$ cat config.mk
export PLATFORM = sky130hd
export DESIGN_NAME = sti_rx_dac
export DESIGN_NICKNAME = d
export VERILOG_FILES = /design/src/rtl/sti_pkg.sv /design/src/rtl/sti_rx_shifter.sv /design/src/rtl/sti_rx_dac.sv
export SDC_FILE = /design/constraint.sdc
export NUM_CORES = 1
export LEC_CHECK = 0
export BUFFER_PORTS_ARGS = -buffer_cell sky130_fd_sc_hd__buf_2
export CORE_UTILIZATION = 45
export CTS_BUF_LIST = sky130_fd_sc_hd__clkbuf_16
export DETAILED_ROUTE_END_ITERATION = 10
export PLACE_DENSITY_LB_ADDON = 0.3
export SLEW_MARGIN = 20
export SYNTH_ARGS = -nofsm -noshare
export SYNTH_HDL_FRONTEND = slang
export SYNTH_HIERARCHICAL = 1
export SYNTH_SLANG_ARGS = --single-unit
export TNS_END_PERCENT = 1
$ cat constraint.sdc
create_clock -name clk -period 3.7 [get_ports clk]
set_clock_uncertainty 0.2 [all_clocks]
set_input_delay 0 -clock clk [delete_from_list [all_inputs] [get_ports clk]]
set_output_delay 0 -clock clk [all_outputs]
set_load 0.05 [all_outputs]
$ cat src/rtl/sti_pkg.sv
// Shared types and helpers for the serial receive / byte-memory writer.
package sti_pkg;

  localparam logic [1:0] LEN_8  = 2'b00;
  localparam logic [1:0] LEN_16 = 2'b01;
  localparam logic [1:0] LEN_24 = 2'b10;
  localparam logic [1:0] LEN_32 = 2'b11;

  typedef enum logic {
    R_IDLE,
    R_SHIFT
  } rx_state_t;

  typedef enum logic [2:0] {
    W_IDLE,
    W_WRITE,
    W_GAP,
    W_FILL,
    W_FGAP,
    W_DONE
  } wr_state_t;

  function automatic logic [5:0] len2bits(
    input logic [1:0] len
  );
    logic [5:0] n;
    unique case (len)
      LEN_8:   n = 6'd8;
      LEN_16:  n = 6'd16;
      LEN_24:  n = 6'd24;
      default: n = 6'd32;
    endcase
    return n;
  endfunction

endpackage

$ cat src/rtl/sti_rx_shifter.sv
// Frame deserializer: counts bits, places them MSB- or LSB-first,
// and emits a registered word pulse or a frame-error pulse.
module sti_rx_shifter
  import sti_pkg::*;
(
  input  logic        clk,
  input  logic        reset,
  input  logic        en,
  input  logic        si_data,
  input  logic        si_valid,
  input  logic        si_end,
  input  logic [1:0]  cfg_length,
  input  logic        cfg_msb,
  output logic [31:0] word,
  output logic [1:0]  len,
  output logic        valid,
  output logic        err
);

  rx_state_t   state;
  logic [1:0]  len_q;
  logic        msb_q;
  logic [5:0]  cnt;
  logic [31:0] acc;
  logic [5:0]  n_cur;
  logic [5:0]  pos;
  logic [31:0] bitv;

  // In idle the incoming bit is bit 0 of a frame using live config.
  always_comb begin
    n_cur = len2bits(len_q);
    pos   = cnt;
    if (state == R_IDLE) begin
      n_cur = len2bits(cfg_length);
      pos   = cfg_msb ? n_cur - 6'd1 : 6'd0;
    end else if (msb_q) begin
      pos   = n_cur - 6'd1 - cnt;
    end
    bitv = {31'd0, si_data} << pos;
  end

  always_ff @(posedge clk or posedge reset) begin
    if (reset) begin
      state <= R_IDLE;
      len_q <= '0;
      msb_q <= 1'b0;
      cnt   <= '0;
      acc   <= '0;
      word  <= '0;
      len   <= '0;
      valid <= 1'b0;
      err   <= 1'b0;
    end else begin
      valid <= 1'b0;
      err   <= 1'b0;
      case (state)
        R_IDLE: begin
          if (en && si_valid && !si_end) begin
            len_q <= cfg_length;
            msb_q <= cfg_msb;
            acc   <= bitv;
            cnt   <= 6'd1;
            state <= R_SHIFT;
          end
        end
        R_SHIFT: begin
          if (si_end || !si_valid) begin
            err   <= 1'b1;
            state <= R_IDLE;
          end else if (cnt == n_cur - 6'd1) begin
            word  <= acc | bitv;
            len   <= len_q;
            valid <= 1'b1;
            state <= R_IDLE;
          end else begin
            acc <= acc | bitv;
            cnt <= cnt + 6'd1;
          end
        end
        default: state <= R_IDLE;
      endcase
    end
  end

endmodule

$ cat src/rtl/sti_rx_dac.sv
// Serial receiver top: deserialized words are written bytewise into
// memory with a one-cycle gap; end-of-stream fills the rest and ends.
module sti_rx_dac
  import sti_pkg::*;
#(
  parameter int         ADDR_W    = 8,
  parameter logic [7:0] FILL_BYTE = 8'h00
) (
  input  logic              clk,
  input  logic              reset,
  input  logic              si_data,
  input  logic              si_valid,
  input  logic              si_end,
  input  logic [1:0]        cfg_length,
  input  logic              cfg_msb,
  output logic [31:0]       po_data,
  output logic              po_valid,
  output logic [1:0]        po_len,
  output logic              frame_err,
  output logic              mem_wr,
  output logic [ADDR_W-1:0] mem_addr,
  output logic [7:0]        mem_dataout,
  output logic              overflow,
  output logic              done
);

  wr_state_t     state;
  logic [ADDR_W:0] wr_ptr;
  logic [31:0]   pend_word;
  logic [2:0]    pend_nb;
  logic          end_pending;
  logic          full;
  logic          rx_en;
  logic [7:0]    cur_byte;

  assign full  = wr_ptr[ADDR_W];
  assign rx_en = !end_pending && !done;

  sti_rx_shifter u_shift (
    .clk        (clk),
    .reset      (reset),
    .en         (rx_en),
    .si_data    (si_data),
    .si_valid   (si_valid),
    .si_end     (si_end),
    .cfg_length (cfg_length),
    .cfg_msb    (cfg_msb),
    .word       (po_data),
    .len        (po_len),
    .valid      (po_valid),
    .err        (frame_err)
  );

  // pend_nb counts bytes still to write; the top one goes first.
  always_comb begin
    case (pend_nb)
      3'd4:    cur_byte = pend_word[31:24];
      3'd3:    cur_byte = pend_word[23:16];
      3'd2:    cur_byte = pend_word[15:8];
      default: cur_byte = pend_word[7:0];
    endcase
  end

  always_ff @(posedge clk or posedge reset) begin
    if (reset) begin
      state       <= W_IDLE;
      wr_ptr      <= '0;
      pend_word   <= '0;
      pend_nb     <= '0;
      end_pending <= 1'b0;
      mem_wr      <= 1'b0;
      mem_addr    <= '0;
      mem_dataout <= '0;
      overflow    <= 1'b0;
      done        <= 1'b0;
    end else begin
      if (si_end && state != W_DONE)
        end_pending <= 1'b1;
      case (state)
        W_IDLE: begin
          if (pend_nb != 3'd0) begin
            if (full) begin
              overflow <= 1'b1;
              pend_nb  <= '0;
            end else begin
              mem_wr      <= 1'b1;
              mem_addr    <= wr_ptr[ADDR_W-1:0];
              mem_dataout <= cur_byte;
              wr_ptr      <= wr_ptr + 1'b1;
              pend_nb     <= pend_nb - 3'd1;
              state       <= W_WRITE;
            end
          end else if (end_pending) begin
            if (full) begin
              done  <= 1'b1;
              state <= W_DONE;
            end else begin
              mem_wr      <= 1'b1;
              mem_addr    <= wr_ptr[ADDR_W-1:0];
              mem_dataout <= FILL_BYTE;
              wr_ptr      <= wr_ptr + 1'b1;
              state       <= W_FILL;
            end
          end
        end
        W_WRITE: begin
          mem_wr <= 1'b0;
          state  <= W_GAP;
        end
        W_GAP: begin
          if (pend_nb == 3'd0) begin
            state <= W_IDLE;
          end else if (full) begin
            overflow <= 1'b1;
            pend_nb  <= '0;
            state    <= W_IDLE;
          end else begin
            mem_wr      <= 1'b1;
            mem_addr    <= wr_ptr[ADDR_W-1:0];
            mem_dataout <= cur_byte;
            wr_ptr      <= wr_ptr + 1'b1;
            pend_nb     <= pend_nb - 3'd1;
            state       <= W_WRITE;
          end
        end
        W_FILL: begin
          mem_wr <= 1'b0;
          state  <= W_FGAP;
        end
        W_FGAP: begin
          if (full) begin
            done  <= 1'b1;
            state <= W_DONE;
          end else begin
            mem_wr      <= 1'b1;
            mem_addr    <= wr_ptr[ADDR_W-1:0];
            mem_dataout <= FILL_BYTE;
            wr_ptr      <= wr_ptr + 1'b1;
            state       <= W_FILL;
          end
        end
        W_DONE: state <= W_DONE;
        default: state <= W_IDLE;
      endcase
      // A fresh word always lands after any consumption this cycle.
      if (po_valid) begin
        pend_word <= po_data;
        pend_nb   <= {1'b0, po_len} + 3'd1;
      end
    end
  end

endmodule

==> out/qor.txt, run 1 <==
DRT Pass-1 Iters = 5
DP HPWL = 11360 um
Reg power frac = 0.448
Die Area = 0.01623 mm^2
DR DRC count = 0
Setup TNS = 0 ns
Post-Syn Nets = 664
Worst Max-Slew Pin Slew = 0.8940 ns
Grt ovf = 0
Detail Route met2 WL = 7711 um
DR WL/cell = 17.61 um
Clock share of power = 0.411
Num CTS Buffers = 17
Max-cap violations = 0
Via Count = 5184
CTS Hold Bufs = 7
Die Width = 127.4 um
Fillers = 1309
Insertion delay to the later sink of the worst-skew pair = 0.43 ns
Hold WS = 0.1103 ns
Reg area = 0.003628 mm^2
Post-route ant nets = 0
Crit path required time = 3.84 ns
Initial antenna violation count = 0
Int Pwr = 0.002872 W
Synth area leaders = dfrtp_1, mux2_2, nand2_1, a2bb2oi_1, o21ai_2
Port Buffers = 62
DR top layer = met4
Final Hold Fails = 0
H-tree levels = 4
Clk root buf = clkbuf_16
Clock net sink count = 145
Total of cells resized after clock tree synthesis = 0
Crit start category = primary input
Net Sw Frac = 0.2838
Crit end category = flip-flop
Slew Viols, Final = 0
Period utilization = 0.8325
Tot GR Track Use = 0.2141
PD cells = 490.8 mW/mm^2
RSZ-0062 raised after global routing = false
Final setup viols = 0
Postcts setup bufs = 0
Ys async rst share = 1.000
Largest net degree at the start of global routing = 45
Fin crit period = 3.080 ns
WL met3 = 693 um
Metal-1 WL = 7501 um
Final instance area = 0.008169 mm^2
Share of cells above drive strength 1 = 0.2768
Antenna cell count = 0
Leakage = 3.982 nW
WL final = 16180 um
Worst rel slew slack = 0.4032
Multi-input gate area = 0.003166 mm^2
Sw power = 0.001138 W
Synth Warn # = 6
Area delta synth->final = 15.41%
Worst r2r src = u_shift/cnt[3]$_DFFE_PP0P_
Post-synthesis cell area = 0.007078 mm^2
Synth unique cells = 70
Clock slew at reported path FFs = 0.06 ns
Crit path max fanout = 19
Synth top area share = 0.5126
Flops & latches, synth = 145
Die H = 127.4 um
CP startpoint = cfg_length[0]
WP data arrival = 3.22 ns
Cell taking the most area after synthesis = dfrtp_1
I/O pin cnt = 63
Top FF cell, synth = dfrtp_1
Hold Crit Class = in -> async
Seq/Total Area, Yosys = 0.5126
Max Buffers Root-to-Sink = 2
Status = completed
DP Area = 0.007528 mm^2
Combinational share of power = 0.141
Placeable Area = 0.01526 mm^2
Setup ws final = 0.6198 ns
Max Clk Rate = 0.3247 GHz
Final Wtd Congestion = 0.8991
Final nets = 720
Vias in the first global route = 4925
Count of flip-flops with a built-in enable after synthesis = 0
Average footprint of a synthesized cell = 11.08 um^2
Setup CP Type = in -> reg
VDD IR max = 0.3647 mV
Post-route insts no fill = 919
Dpl ws = 0.7262 ns
Initial DRC count = 406
Initial core utilization = 0.4639
Post-placement cell count = 880
# rows = 45
First-pass GRT wire length = 26630 um
Via-to-Cell Ratio = 5.641
Syn Inst Count = 639
TritonCTS clock tree = done
registers in the layout, indices dropped and copies added, names as in the netlist, 3 cells and up:
signal / count
pend_word: 32
u_shift/acc: 32
u_shift/word: 32
wr_ptr: 9
mem_addr: 8
mem_dataout: 8
u_shift/cnt: 6
pend_nb: 3
state: 3
cell usage in the layout, fill, tap and decap left out, types with 14 or more instances in the layout:
cell type	instances
o21ai_2	26
nand3_1	21
nor2_1	52
clkbuf_16	17
inv_1	14
o21ai_0	20
ha_1	16
dfrtp_1	145
nand2_1	71
a2bb2oi_1	26
mux2_2	43
buf_2	62
a22o_1	16
nor3_1	15
layer usage:
metal,up-vias,track usage
met2,144,0.3330
li1,2396,-
met5,-,0
met3,22,0.05276
met4,0,0.06583
met1,2622,0.2951
worst max-delay path: stages:
cell and delay [ns]:
dlygate4sd3_1 0.52, buf_2 0.14, inv_1 0.06, ha_1 0.24
or3_2 0.46, o31ai_1 0.13, ha_1 0.32, xor2_1 0.19
and3_1 0.31, nand4_2 0.14, inv_2 0.29, buf_12 0.21
a2bb2oi_1 0.19
stage by stage:
step,power [W],utilization
2_1_floorplan,0.002298,-
3_3_place_gp,0.002357,0.4934
3_5_place_dp,0.002384,0.4934
4_1_cts,0.004041,0.5354
5_1_grt,0.004176,0.5354
6_report,0.004009,0.5354
cell families after synthesis:
| logic type | share of synthesized area |
|---|---|
| flip-flops | 0.5126 |
| AO/OA/AOI/OAI | 0.1626 |
| AND/OR/NAND/NOR | 0.1460 |
| XOR/XNOR | 0.02210 |
| buffers and inverters | 0.04083 |
| multiplexers | 0.08467 |
| adder cells (fa/ha/maj) | 0.03111 |
cell usage after synthesis (2+ instances only):
cell and n:
dfrtp_1 145, nand2_1 71, nor2_1 52, mux2_2 43
a2bb2oi_1 26, o21ai_2 26, clkbuf_1 21, nand3_1 21
o21ai_0 20, a22o_1 16, ha_1 16, inv_1 15
nor3_1 15, buf_2 12, mux2i_1 10, xor2_1 10
a221o_1 8, a2bb2oi_2 7, and3_1 6, buf_6 6
xnor2_1 6, a21oi_1 5, and2_1 5, a31oi_1 4
nand4_1 4, nor3b_1 4, nor4b_1 4, or3_1 4
and3b_1 3, nand2b_1 3, nand3b_1 3, o21ai_1 3
a22oi_1 2, and2b_1 2, and4b_1 2, buf_1 2
nor3_2 2, o211ai_1 2, o31ai_1 2
worst paths after layout:
| kind | endpoint | slack, ns | cells after the start |
|---|---|---|---|
| setup reg to reg | u_shift/word[26]$_DFFE_PP0P_ | 0.63 | 8 |
| min in group clk | end_pending$_DFFE_PP0P_ | 0.18 | 3 |
| hold reg to reg | u_shift/acc[18]$_DFFE_PP0P_ | 0.28 | 2 |
| hold / removal | u_shift/len[1]$_DFFE_PP0P_ | 0.11 | 3 |
| max in group asynchronous | u_shift/acc[24]$_DFFE_PP0P_ | 2.20 | 4 |
| setup / recovery | u_shift/word[1]$_DFFE_PP0P_ | 0.62 | 13 |
power groups by stage:
stage	clock, W	combinational, W	sequential (W)
6_report	0.00165	0.000564	0.00180
5_1_grt	0.00174	0.000620	0.00181
4_1_cts	0.00168	0.000570	0.00179
3_5_place_dp	0	0.000561	0.00182
3_3_place_gp	0	0.000544	0.00181
2_1_floorplan	0	0.000409	0.00189
final cells by class:
type | count | area share
clock inverter | 15 | 0.01777
inverter | 16 | 0.007352
tap | 211 | 0.03232
timing repair buffer | 79 | 0.05881
sequential | 145 | 0.4442
clock buffer | 17 | 0.05208
multi-input combinational | 436 | 0.3875
(Power assumes the default switching activity.)
==> inputs of run 2 (changes only) <==
--- a/config.mk
+++ b/config.mk
@@ -5,6 +5,7 @@
 export SDC_FILE = /design/constraint.sdc
 export NUM_CORES = 1
 export LEC_CHECK = 0
+export ABC_AREA = 1
 export BUFFER_PORTS_ARGS = -buffer_cell sky130_fd_sc_hd__buf_2
 export CORE_UTILIZATION = 45
 export CTS_BUF_LIST = sky130_fd_sc_hd__clkbuf_16
==> constraint.sdc (replaced) <==
create_clock -name clk -period 2.7 [get_ports clk]
set_clock_uncertainty 0.2 [all_clocks]
set_input_delay 0 -clock clk [delete_from_list [all_inputs] [get_ports clk]]
set_output_delay 0 -clock clk [all_outputs]
set_load 0.05 [all_outputs]
==> out/qor.txt, run 2 <==
Setup TNS = 0 ns
DRT Pass-1 Iters = 5
Ys async rst share = 1.000
Via-to-Cell Ratio = 4.958
Crit path max fanout = 10
DP HPWL = 12730 um
Die Width = 130.0 um
Period utilization = 0.9780
Leakage = 4.616 nW
Finished Core Util = 0.5488
DR DRC count = 0
Via Count = 6317
Initial DRC count = 478
Max-cap violations = 0
Area delta synth->final = 18.67%
Tot GR Track Use = 0.2304
Fin crit period = 2.641 ns
First-pass GRT wire length = 29860 um
Slew Viols, Final = 0
Synth Warn # = 6
Initial antenna violation count = 0
Max Buffers Root-to-Sink = 2
Antenna cell count = 0
Top-count cell post-synth = nand2_1
Fillers = 1519
WL met3 = 824 um
Biggest regs = pend_word x32, u_shift/acc x32, u_shift/word x32
Final Hold Fails = 3
Placeable Area = 0.01594 mm^2
Final nets = 1070
Synth unique cells = 36
Largest net degree at the start of global routing = 45
Worst rel slew slack = 0.5598
Share of cells above drive strength 1 = 0.1635
Average footprint of a synthesized cell = 7.625 um^2
Failing checks = negative hold slack
WL final = 18350 um
Crit start category = flip-flop
Port Buffers = 62
Reg area = 0.003628 mm^2
DR WL/cell = 14.41 um
# rows = 46
Die H = 130.0 um
Final instance area = 0.008750 mm^2
Post-Syn Nets = 992
Seq/Total Area, Yosys = 0.4921
H-tree levels = 4
TritonCTS clock tree = done
Metal-1 WL = 8194 um
DR top layer = met4
Multi-input gate area = 0.003192 mm^2
Clock slew at reported path FFs = 0.06 ns
Clock net sink count = 145
Final setup viols = 0
Grt ovf = 0
Syn Inst Count = 967
Vias in the first global route = 5953
Insertion delay to the later sink of the worst-skew pair = 0.42 ns
Flops & latches, synth = 145
Crit end category = flip-flop
Clk root buf = clkbuf_16
Num CTS Buffers = 17
Max Clk Rate = 0.3787 GHz
DP Area = 0.007993 mm^2
Die Area = 0.01690 mm^2
PD cells = 535.0 mW/mm^2
Worst Max-Slew Pin Slew = 0.6595 ns
Most common cell after layout, fill and taps aside = nand2_1
Count of flip-flops with a built-in enable after synthesis = 0
I/O pin cnt = 63
Hold Crit Class = in -> async
VDD IR max = 0.4455 mV
Initial core utilization = 0.4625
WP data arrival = 2.75 ns
Post-route ant nets = 0
Final Wtd Congestion = 0.8554
Status = finished with violations
Cell taking the most area after synthesis = dfrtp_1
Commonest non-fill, non-tap cells in the layout = nand2_1, nor2_1, dfrtp_1
Synth area leaders = dfrtp_1, nand2_1, nor2_1, nand3_1, inv_1
Top FF cell, synth = dfrtp_1
Synth cell count leaders = nand2_1, nor2_1, dfrtp_1
Hold WS = -0.004857 ns
Crit path required time = 2.81 ns
Post-synthesis cell area = 0.007373 mm^2
Setup CP Type = reg -> reg
Detail Route met2 WL = 9025 um
Synth top area share = 0.4921
[run 2: stage by stage]
step / hold WS (ns) / cells / total power [W] / setup WS, ns
floorplan: -0.09038 / 967 / 0.002324 / 0.2699
global placement: -0.08595 / 1229 / 0.002386 / 0.1584
detailed placement: -0.08567 / 1229 / 0.002387 / 0.06433
CTS: 0.003562 / 1268 / 0.004730 / 0.04735
global route: 0.05103 / 1274 / 0.004844 / -0.07296
finish: -0.004857 / 1274 / 0.004681 / 0.05931
[run 2: final cells by class]
type,count,area share
flip-flops and latches,145,0.4147
multi-input cells,692,0.3648
repair buffers,96,0.08208
clock buffers,17,0.04862
inverters,93,0.04061
well taps,216,0.03089
clock inverters,15,0.01830
[run 2: worst max-delay path, stage by stage (launching register included)]
cell     delay (ns)
dfrtp_1        0.38
buf_4          0.14
ha_1           0.18
nor2_2         0.14
nand2_2        0.07
nand2_2        0.07
ha_1           0.24
nand2_1        0.09
nand2_2        0.07
nor2_4         0.10
nand3_4        0.11
nor2_4         0.15
buf_4          0.16
buf_12         0.13
nand3_1        0.08
nor2_1         0.16
nor2_1         0.05
[run 2: kinds of logic after synthesis]
logic type                 count (synthesis)  synth area share
xor gates and xnor gates                   8          0.009503
buffers and inverters                    130           0.07738
DFF                                      145            0.4921
and+or+nand+nor                          622            0.3538
adders and majority gates                 17           0.02987
AOI/OAI and AO/OA                         45           0.03733
[run 2: layer usage]
metal  vias to the layer above  GRT usage
met5                         -          0
met4                         0    0.08071
met3                        25    0.05043
met2                       159     0.3860
met1                      2978     0.2948
li1                       3155          -
[run 2: final timing paths]
kind	start	depth (start not counted)	end	slack, ns
setup / recovery	u_shift/len_q[1]$_DFFE_PP0P_	16	u_shift/word[16]$_DFFE_PP0P_	0.06
hold / removal	reset	3	pend_nb[2]$_DFFE_PP0P_	-0.005
setup reg to reg	u_shift/len_q[1]$_DFFE_PP0P_	16	u_shift/word[16]$_DFFE_PP0P_	0.06
hold reg to reg	overflow$_DFFE_PP0P_	1	overflow$_DFFE_PP0P_	0.27
max in group asynchronous	reset	4	pend_word[22]$_DFFE_PP0P_	1.59
min in group clk	si_end	4	end_pending$_DFFE_PP0P_	0.19
[run 2: report_power, final]
part	total (W)	switching [W]	internal, W
clock	0.00233	0.000958	0.00137
sequential	0.00218	0.00000219	0.00218
combinational	0.000176	0.000124	0.0000526
[run 2: repair_timing]
| item | 4_1_cts | 5_1_grt |
|---|---|---|
| gates resized for setup | 0 | 9 |
| endpoints found under the hold margin | 200 | 0 |
| hold buffers | 7 | 0 |
| setup buffers | 0 | 4 |
| endpoints found under the setup margin | 0 | 34 |
